===== src/rtl/peak_detector_pkg.sv =====
// Shared constants and window decode for the multi-channel peak detector.
package peak_detector_pkg;
  localparam int DEF_WFM_WIDTH  = 8;
  localparam int DEF_DATA_WIDTH = 16;
  localparam int DEF_N_CH       = 2;

  localparam logic MODE_MAX = 1'b0;
  localparam logic MODE_MIN = 1'b1;

  // low > high describes a window that wraps through address 0
  function automatic logic in_window(input logic [31:0] addr,
                                     input logic [31:0] low,
                                     input logic [31:0] high);
    logic r;
    if (low <= high) r = (addr >= low) && (addr <= high);
    else             r = (addr >= low) || (addr <= high);
    return r;
  endfunction
endpackage


===== src/rtl/peak_detector_multi_if.sv =====
// Sample stream, window config and per-frame result bus of the peak detector.
interface peak_detector_multi_if
  import peak_detector_pkg::*;
#(
  parameter int WFM_WIDTH  = DEF_WFM_WIDTH,
  parameter int DATA_WIDTH = DEF_DATA_WIDTH,
  parameter int N_CH       = DEF_N_CH
);
  logic [N_CH*DATA_WIDTH-1:0] din;
  logic                       s_axis_tvalid;
  logic [WFM_WIDTH-1:0]       address_low;
  logic [WFM_WIDTH-1:0]       address_high;
  logic [WFM_WIDTH-1:0]       address_reset;
  logic                       find_min;
  logic [N_CH*WFM_WIDTH-1:0]  address_out;
  logic [N_CH*DATA_WIDTH-1:0] peak_out;
  logic [N_CH-1:0]            empty_out;
  logic                       m_axis_tvalid;

  modport master (
    output din, s_axis_tvalid, address_low, address_high, address_reset, find_min,
    input  address_out, peak_out, empty_out, m_axis_tvalid
  );

  modport slave (
    input  din, s_axis_tvalid, address_low, address_high, address_reset, find_min,
    output address_out, peak_out, empty_out, m_axis_tvalid
  );
endinterface


===== src/rtl/peak_detector_multi_tracker.sv =====
// One channel's running extremum. Outputs are the contents after the current
// beat is evaluated, so the top can latch them on the frame-end beat.
module peak_tracker
  import peak_detector_pkg::*;
#(
  parameter int DATA_WIDTH = DEF_DATA_WIDTH,
  parameter int WFM_WIDTH  = DEF_WFM_WIDTH,
  parameter int SIGNED     = 1
) (
  input  logic                  clk,
  input  logic                  resetn,
  input  logic [DATA_WIDTH-1:0] i_sample,
  input  logic [WFM_WIDTH-1:0]  i_addr,
  input  logic                  i_in_window,
  input  logic                  i_beat,
  input  logic                  i_frame_end,
  input  logic                  i_find_min,
  output logic [DATA_WIDTH-1:0] o_value,
  output logic [WFM_WIDTH-1:0]  o_address,
  output logic                  o_empty
);
  logic                  r_first;
  logic [DATA_WIDTH-1:0] r_value;
  logic [WFM_WIDTH-1:0]  r_address;
  logic                  w_gt, w_lt, w_take;

  always_comb begin
    if (SIGNED != 0) begin
      w_gt = $signed(i_sample) > $signed(r_value);
      w_lt = $signed(i_sample) < $signed(r_value);
    end else begin
      w_gt = i_sample > r_value;
      w_lt = i_sample < r_value;
    end
  end

  // strict compare: on a tie the earlier sample stays
  always_comb begin
    w_take = 1'b0;
    if (i_beat && i_in_window)
      w_take = r_first || ((i_find_min == MODE_MIN) ? w_lt : w_gt);
  end

  assign o_value   = w_take ? i_sample : r_value;
  assign o_address = w_take ? i_addr   : r_address;
  assign o_empty   = r_first && !w_take;

  always_ff @(posedge clk or negedge resetn) begin
    if (!resetn) begin
      r_first   <= 1'b1;
      r_value   <= '0;
      r_address <= '0;
    end else if (i_frame_end) begin
      r_first   <= 1'b1;
      r_value   <= '0;
      r_address <= '0;
    end else if (w_take) begin
      r_first   <= 1'b0;
      r_value   <= i_sample;
      r_address <= i_addr;
    end
  end
endmodule


===== src/rtl/peak_detector_multi.sv =====
// N_CH-channel windowed peak detector: shared address counter and shadowed
// window config, one tracker per channel, one result strobe per frame.
module peak_detector_multi
  import peak_detector_pkg::*;
#(
  parameter int WFM_WIDTH  = DEF_WFM_WIDTH,
  parameter int DATA_WIDTH = DEF_DATA_WIDTH,
  parameter int N_CH       = DEF_N_CH,
  parameter int SIGNED     = 1
) (
  input  logic                 clk,
  input  logic                 resetn,
  peak_detector_multi_if.slave bus
);
  logic [WFM_WIDTH-1:0] r_addr;
  logic [WFM_WIDTH-1:0] r_low, r_high, r_rst_addr;
  logic                 r_find_min, r_cfg_vld;
  logic [WFM_WIDTH-1:0] w_low, w_high, w_rst_addr;
  logic                 w_find_min;
  logic                 w_beat, w_in_win, w_frame_end;

  logic [N_CH-1:0][DATA_WIDTH-1:0] w_din, w_val, r_peak;
  logic [N_CH-1:0][WFM_WIDTH-1:0]  w_adr, r_paddr;
  logic [N_CH-1:0]                 w_empty, r_empty;
  logic                            r_stb;

  // Until the shadow is captured (first edge after reset) the ports are live.
  assign w_low      = r_cfg_vld ? r_low      : bus.address_low;
  assign w_high     = r_cfg_vld ? r_high     : bus.address_high;
  assign w_rst_addr = r_cfg_vld ? r_rst_addr : bus.address_reset;
  assign w_find_min = r_cfg_vld ? r_find_min : bus.find_min;

  assign w_beat      = bus.s_axis_tvalid;
  assign w_in_win    = in_window(32'(r_addr), 32'(w_low), 32'(w_high));
  assign w_frame_end = w_beat && (r_addr == w_rst_addr);
  assign w_din       = bus.din;

  always_ff @(posedge clk or negedge resetn) begin
    if (!resetn) begin
      r_addr     <= '0;
      r_low      <= '0;
      r_high     <= '0;
      r_rst_addr <= '0;
      r_find_min <= MODE_MAX;
      r_cfg_vld  <= 1'b0;
    end else begin
      if (!r_cfg_vld || w_frame_end) begin
        r_low      <= bus.address_low;
        r_high     <= bus.address_high;
        r_rst_addr <= bus.address_reset;
        r_find_min <= bus.find_min;
        r_cfg_vld  <= 1'b1;
      end
      if (w_beat) r_addr <= r_addr + WFM_WIDTH'(1);
    end
  end

  for (genvar k = 0; k < N_CH; k++) begin : g_ch
    peak_tracker #(
      .DATA_WIDTH (DATA_WIDTH),
      .WFM_WIDTH  (WFM_WIDTH),
      .SIGNED     (SIGNED)
    ) u_trk (
      .clk         (clk),
      .resetn      (resetn),
      .i_sample    (w_din[k]),
      .i_addr      (r_addr),
      .i_in_window (w_in_win),
      .i_beat      (w_beat),
      .i_frame_end (w_frame_end),
      .i_find_min  (w_find_min),
      .o_value     (w_val[k]),
      .o_address   (w_adr[k]),
      .o_empty     (w_empty[k])
    );
  end

  always_ff @(posedge clk or negedge resetn) begin
    if (!resetn) begin
      r_stb   <= 1'b0;
      r_peak  <= '0;
      r_paddr <= '0;
      r_empty <= '0;
    end else begin
      r_stb <= w_frame_end;
      if (w_frame_end) begin
        r_empty <= w_empty;
        for (int k = 0; k < N_CH; k++) begin
          r_peak[k]  <= w_empty[k] ? '0 : w_val[k];
          r_paddr[k] <= w_empty[k] ? '0 : w_adr[k];
        end
      end
    end
  end

  assign bus.m_axis_tvalid = r_stb;
  assign bus.peak_out      = r_peak;
  assign bus.address_out   = r_paddr;
  assign bus.empty_out     = r_empty;
endmodule


===== src/flat_wrapper.sv =====
// flat-port wrapper written by rule: the top's interface ports become plain ports
module peak_detector_multi_flat import peak_detector_pkg::*;
#(
  parameter int WFM_WIDTH  = DEF_WFM_WIDTH,
  parameter int DATA_WIDTH = DEF_DATA_WIDTH,
  parameter int N_CH       = DEF_N_CH,
  parameter int SIGNED     = 1
)
  (clk, resetn, bus_din, bus_s_axis_tvalid, bus_address_low, bus_address_high, bus_address_reset, bus_find_min, bus_address_out, bus_peak_out, bus_empty_out, bus_m_axis_tvalid);
  peak_detector_multi_if #(.WFM_WIDTH(WFM_WIDTH), .DATA_WIDTH(DATA_WIDTH), .N_CH(N_CH)) bus_i ();
  input  logic clk;
  input  logic resetn;
  input wire logic [$bits(bus_i.din)-1:0] bus_din;
  input wire logic [$bits(bus_i.s_axis_tvalid)-1:0] bus_s_axis_tvalid;
  input wire logic [$bits(bus_i.address_low)-1:0] bus_address_low;
  input wire logic [$bits(bus_i.address_high)-1:0] bus_address_high;
  input wire logic [$bits(bus_i.address_reset)-1:0] bus_address_reset;
  input wire logic [$bits(bus_i.find_min)-1:0] bus_find_min;
  output wire logic [$bits(bus_i.address_out)-1:0] bus_address_out;
  output wire logic [$bits(bus_i.peak_out)-1:0] bus_peak_out;
  output wire logic [$bits(bus_i.empty_out)-1:0] bus_empty_out;
  output wire logic [$bits(bus_i.m_axis_tvalid)-1:0] bus_m_axis_tvalid;
  assign bus_i.din = bus_din;
  assign bus_i.s_axis_tvalid = bus_s_axis_tvalid;
  assign bus_i.address_low = bus_address_low;
  assign bus_i.address_high = bus_address_high;
  assign bus_i.address_reset = bus_address_reset;
  assign bus_i.find_min = bus_find_min;
  assign bus_address_out = bus_i.address_out;
  assign bus_peak_out = bus_i.peak_out;
  assign bus_empty_out = bus_i.empty_out;
  assign bus_m_axis_tvalid = bus_i.m_axis_tvalid;
  peak_detector_multi #(.WFM_WIDTH(WFM_WIDTH), .DATA_WIDTH(DATA_WIDTH), .N_CH(N_CH), .SIGNED(SIGNED)) u_core (.clk(clk), .resetn(resetn), .bus(bus_i));
endmodule

===== config.mk =====
export PLATFORM = sky130hd
export DESIGN_NAME = peak_detector_multi_flat
export DESIGN_NICKNAME = d
export VERILOG_FILES = /design/src/rtl/peak_detector_pkg.sv /design/src/rtl/peak_detector_multi_if.sv /design/src/rtl/peak_detector_multi_tracker.sv /design/src/rtl/peak_detector_multi.sv /design/src/flat_wrapper.sv
export SDC_FILE = /design/constraint.sdc
export NUM_CORES = 1
export LEC_CHECK = 0
export BUFFER_PORTS_ARGS = -buffer_cell sky130_fd_sc_hd__buf_2
export CAP_MARGIN = 30
export CELL_PAD_IN_SITES_DETAIL_PLACEMENT = 0
export CELL_PAD_IN_SITES_GLOBAL_PLACEMENT = 2
export CORE_MARGIN = 2
export CORE_UTILIZATION = 37
export DETAILED_ROUTE_END_ITERATION = 8
export GPL_TIMING_DRIVEN = 0
export PLACE_DENSITY = 0.9
export SYNTH_ARGS = -nofsm -noshare
export SYNTH_HDL_FRONTEND = slang
export SYNTH_SLANG_ARGS = --single-unit

===== constraint.sdc =====
create_clock -name clk -period 4.45 [get_ports clk]
set_input_delay 0 -clock clk [delete_from_list [all_inputs] [get_ports clk]]
set_output_delay 0 -clock clk [all_outputs]
set_load 0.01 [all_outputs]

==> flow_summary.json <==
{
  "outcome": "finished clean",
  "syn_avg_cell_area_sq_um": 9.459,
  "drt-initial-drc-count": 551,
  "dieHeight_microns": 155.5,
  "ant_nets": 0,
  "wl_per_cell_microns": 19.23,
  "gp_congestion": 0.7957,
  "powerDensity_mw_per_mm2": 546.8,
  "io_buffers": 110,
  "reg2reg_depth": 14,
  "dieArea_sq_mm": 0.02419,
  "synth_edf_count": 0,
  "grt_pass1_wl_microns": 42390,
  "synth_cell_types": 58,
  "synthSimpleGateAreaFrac_pct": 16.57,
  "post_dp_cell_area_sq_mm": 0.009435,
  "ff2ff_setup_slack_ns": 0.23,
  "m1WireLength_microns": 12980,
  "min_path_type": "input port to async pin",
  "crit_type": "flip-flop to flip-flop",
  "diodes": 0,
  "yosysSeqAreaShare_pct": 39.80,
  "seqCellArea_sq_mm": 0.003381,
  "final_cell_mix": "nand2_1, dfrtp_1, buf_2",
  "r2r_end": "u_core.bus.peak_out[18]",
  "pin_count": 111,
  "highest_layer": "met4",
  "cp-startpoint": "u_core.r_cfg_vld",
  "met2WireLength_microns": 12120,
  "critPathArrivalTime_ns": 4.49,
  "endpoint_kind": "flip-flop",
  "cts_resized": 0,
  "worstReg2RegStart": "u_core.r_cfg_vld",
  "ys.flop_type": "dfrtp_1",
  "cts_max_level": 4,
  "vias_per_cell": 5.610,
  "fmax_mhz": 237.1,
  "wl_met3_microns": 1118,
  "synth_fa_ha_area_share_pct": 8.396,
  "tns_ns": 0,
  "synth_top_family_by_area": "compound AO/OA/AOI/OAI gates",
  "cp.required_ns": 4.73,
  "die_w_microns": 155.5,
  "drv_cap": 0,
  "slew-limit-headroom_pct": 34.78,
  "dp_hpwl_microns": 18490,
  "synth_compound_area_share_pct": 17.10,
  "synth_cells": 898,
  "setup-violations-final": 0,
  "p_leak_nw": 4.874,
  "critPathLaunchType": "flip-flop",
  "ys_seq_elements": 135,
  "drt_wl_total_microns": 26600,
  "remaining_drc_errors": 0,
  "grtUsageTotal_pct": 22.36,
  "grt_antenna_before_repair": 0,
  "grt_max_degree": 92,
  "ir_drop_v": 0.0002552,
  "final_common_cell": "nand2_1",
  "period_needed_ns": 4.218,
  "root_buffer": "clkbuf_16",
  "holdWs_ns": 0.06977,
  "clock-sinks": 135,
  "final.setup_skew_ns": 0.01442,
  "start_util_pct": 37.63,
  "grt_pass1_vias": 7767,
  "final_cell_area_sq_mm": 0.01061,
  "critPathCapture": "u_core.bus.peak_out[18]",
  "syn_nets": 1015,
  "worst_pin_slew_ns": 0.9741,
  "utilization_pct": 47.01,
  "rsz0062_at_grt": "false",
  "final_nets": 1202,
  "synth.area.mux_share_pct": 9.869,
  "period_share_pct": 94.80,
  "row_count": 55,
  "clk-insertion-delay-late_ns": 0.44,
  "multi_input_area_sq_mm": 0.004547,
  "cts_tree": "built",
  "cts_buffers": 17,
  "overflow": 0,
  "synth_xor_area_share_pct": 1.547,
  "fillCellCount": 2154,
  "maxSlewViolCount": 0,
  "hold_viol_final": 0,
  "cts.clk_slew.worst_paths_ns": 0.06,
  "drive_above_1_share_pct": 19.85,
  "core_area_sq_mm": 0.02257,
  "vias": 7759,
  "area_delta_synth_final_pct": 24.91,
  "path_max_fanout": 19,
  "ys_async_sr_fraction_pct": 100.0,
  "syn_area_sq_mm": 0.008494,
  "dr.pass1.iters": 5,
  "ys_warn_count": 0,
  "clock_path_buffers": 2
}
-- cell type report --
| cell class | instances | area share [%] |
|---|---|---|
| Clock buffer | 19 | 4.269 |
| Clock inverter | 13 | 1.368 |
| Sequential cell | 135 | 31.86 |
| Tap cell | 285 | 3.361 |
| Buffer | 81 | 3.785 |
| Inverter | 43 | 1.521 |
| Timing Repair Buffer | 169 | 10.98 |
| Multi-Input combinational cell | 638 | 42.85 |
-- synthesized netlist by cell type, drive strengths merged (24+ instances only) --
master / n / area share [%]
dfrtp: 133 / 39
o211ai: 26 / 2.3
a21oi: 42 / 2.5
mux2: 30 / 4.0
o31ai: 24 / 2.1
ha: 57 / 8.4
a221o: 24 / 2.8
buf: 38 / 2.8
nor2: 36 / 1.6
mux2i: 50 / 5.9
a31oi: 26 / 2.0
nand4: 63 / 4.6
inv: 42 / 1.9
clkbuf: 44 / 2.0
or4: 24 / 2.1
o311ai: 25 / 2.7
nand2: 137 / 6.1
-- critical path, cell delays in order, from the launching register on --
cell	delay, ns
dfrtp_1	0.32
buf_4	0.19
buf_6	0.26
mux2i_1	0.31
inv_1	0.08
ha_1	0.33
a21o_1	0.12
a21oi_1	0.06
a211oi_1	0.57
o311a_1	0.24
buf_2	0.20
nor2_1	0.15
nor3_1	0.66
clkbuf_2	0.38
o311ai_0	0.18
-- report_power, final --
group / total [mW] / leakage (nW) / internal (mW) / switching, mW
combinational: 2.42 / 2.87 / 0.976 / 1.44
sequential: 1.92 / 1.72 / 1.62 / 0.299
clock: 1.47 / 0.286 / 0.860 / 0.608
-- how the worst min path moves through the flow --
stage                             start                   endpoint  slack, ns  cells past startpoint
global placement    bus_address_high[0]           u_core.r_high[0]       0.25                      2
finish                           resetn            u_core.r_low[2]       0.07                      2
detailed placement               resetn            u_core.r_low[3]      -0.03                      1
floorplan                        resetn  u_core.bus.address_out[0]      -0.30                      0
global route                     resetn            u_core.r_low[2]       0.12                      2
CTS                              resetn            u_core.r_low[3]       0.08                      2
-- sequential cells by signal (all words and copies together), names as in the netlist --
register,flops
u_core.r_addr,8
u_core.r_cfg_vld,1
u_core.bus.address_out,16
u_core.r_rst_addr,8
u_core.bus.m_axis_tvalid,1
u_core.g_ch.u_trk.r_value,32
u_core.g_ch.u_trk.r_first,2
u_core.r_high,8
u_core.r_find_min,1
u_core.r_low,8
u_core.g_ch.u_trk.r_address,16
u_core.bus.peak_out,32
u_core.bus.empty_out,2
-- what timing repair did --
action / 4_1_cts / 5_1_grt
endpoints found under the hold margin: 145 / 0
setup endpoints to repair: 49 / 0
hold buffers: 58 / 0
buffers inserted: 0 / 0
-- kinds of logic (layout without fill, tap and decap cells) --
kind of cell | after synthesis | in the layout
and+or+nand+nor | 286 | 286
AOI/OAI and AO/OA | 199 | 199
DFF | 135 | 135
buffers and inverters | 125 | 325
muxes | 80 | 80
adders and majority gates | 57 | 57
xor gates and xnor gates | 15 | 15
other | 1 | 1
-- layer usage --
metal | up-vias | GRT usage, %
met5 | - | 0
met4 | 0 | 6.160
met3 | 25 | 3.454
met2 | 194 | 35.57
met1 | 3804 | 31.72
li1 | 3736 | -
-- through the flow --
stage / std cells / power [mW] / worst slack (ns)
after floorplan: 898 / 3.507 / 0.7958
after global placement: 1293 / 4.253 / -0.2206
after detailed placement: 1294 / 4.296 / -0.2936
after CTS: 1383 / 5.813 / 0.2517
after global routing: 1383 / 6.193 / 0.004214
final: 1383 / 5.802 / 0.2316
(Power assumes the default switching activity.)
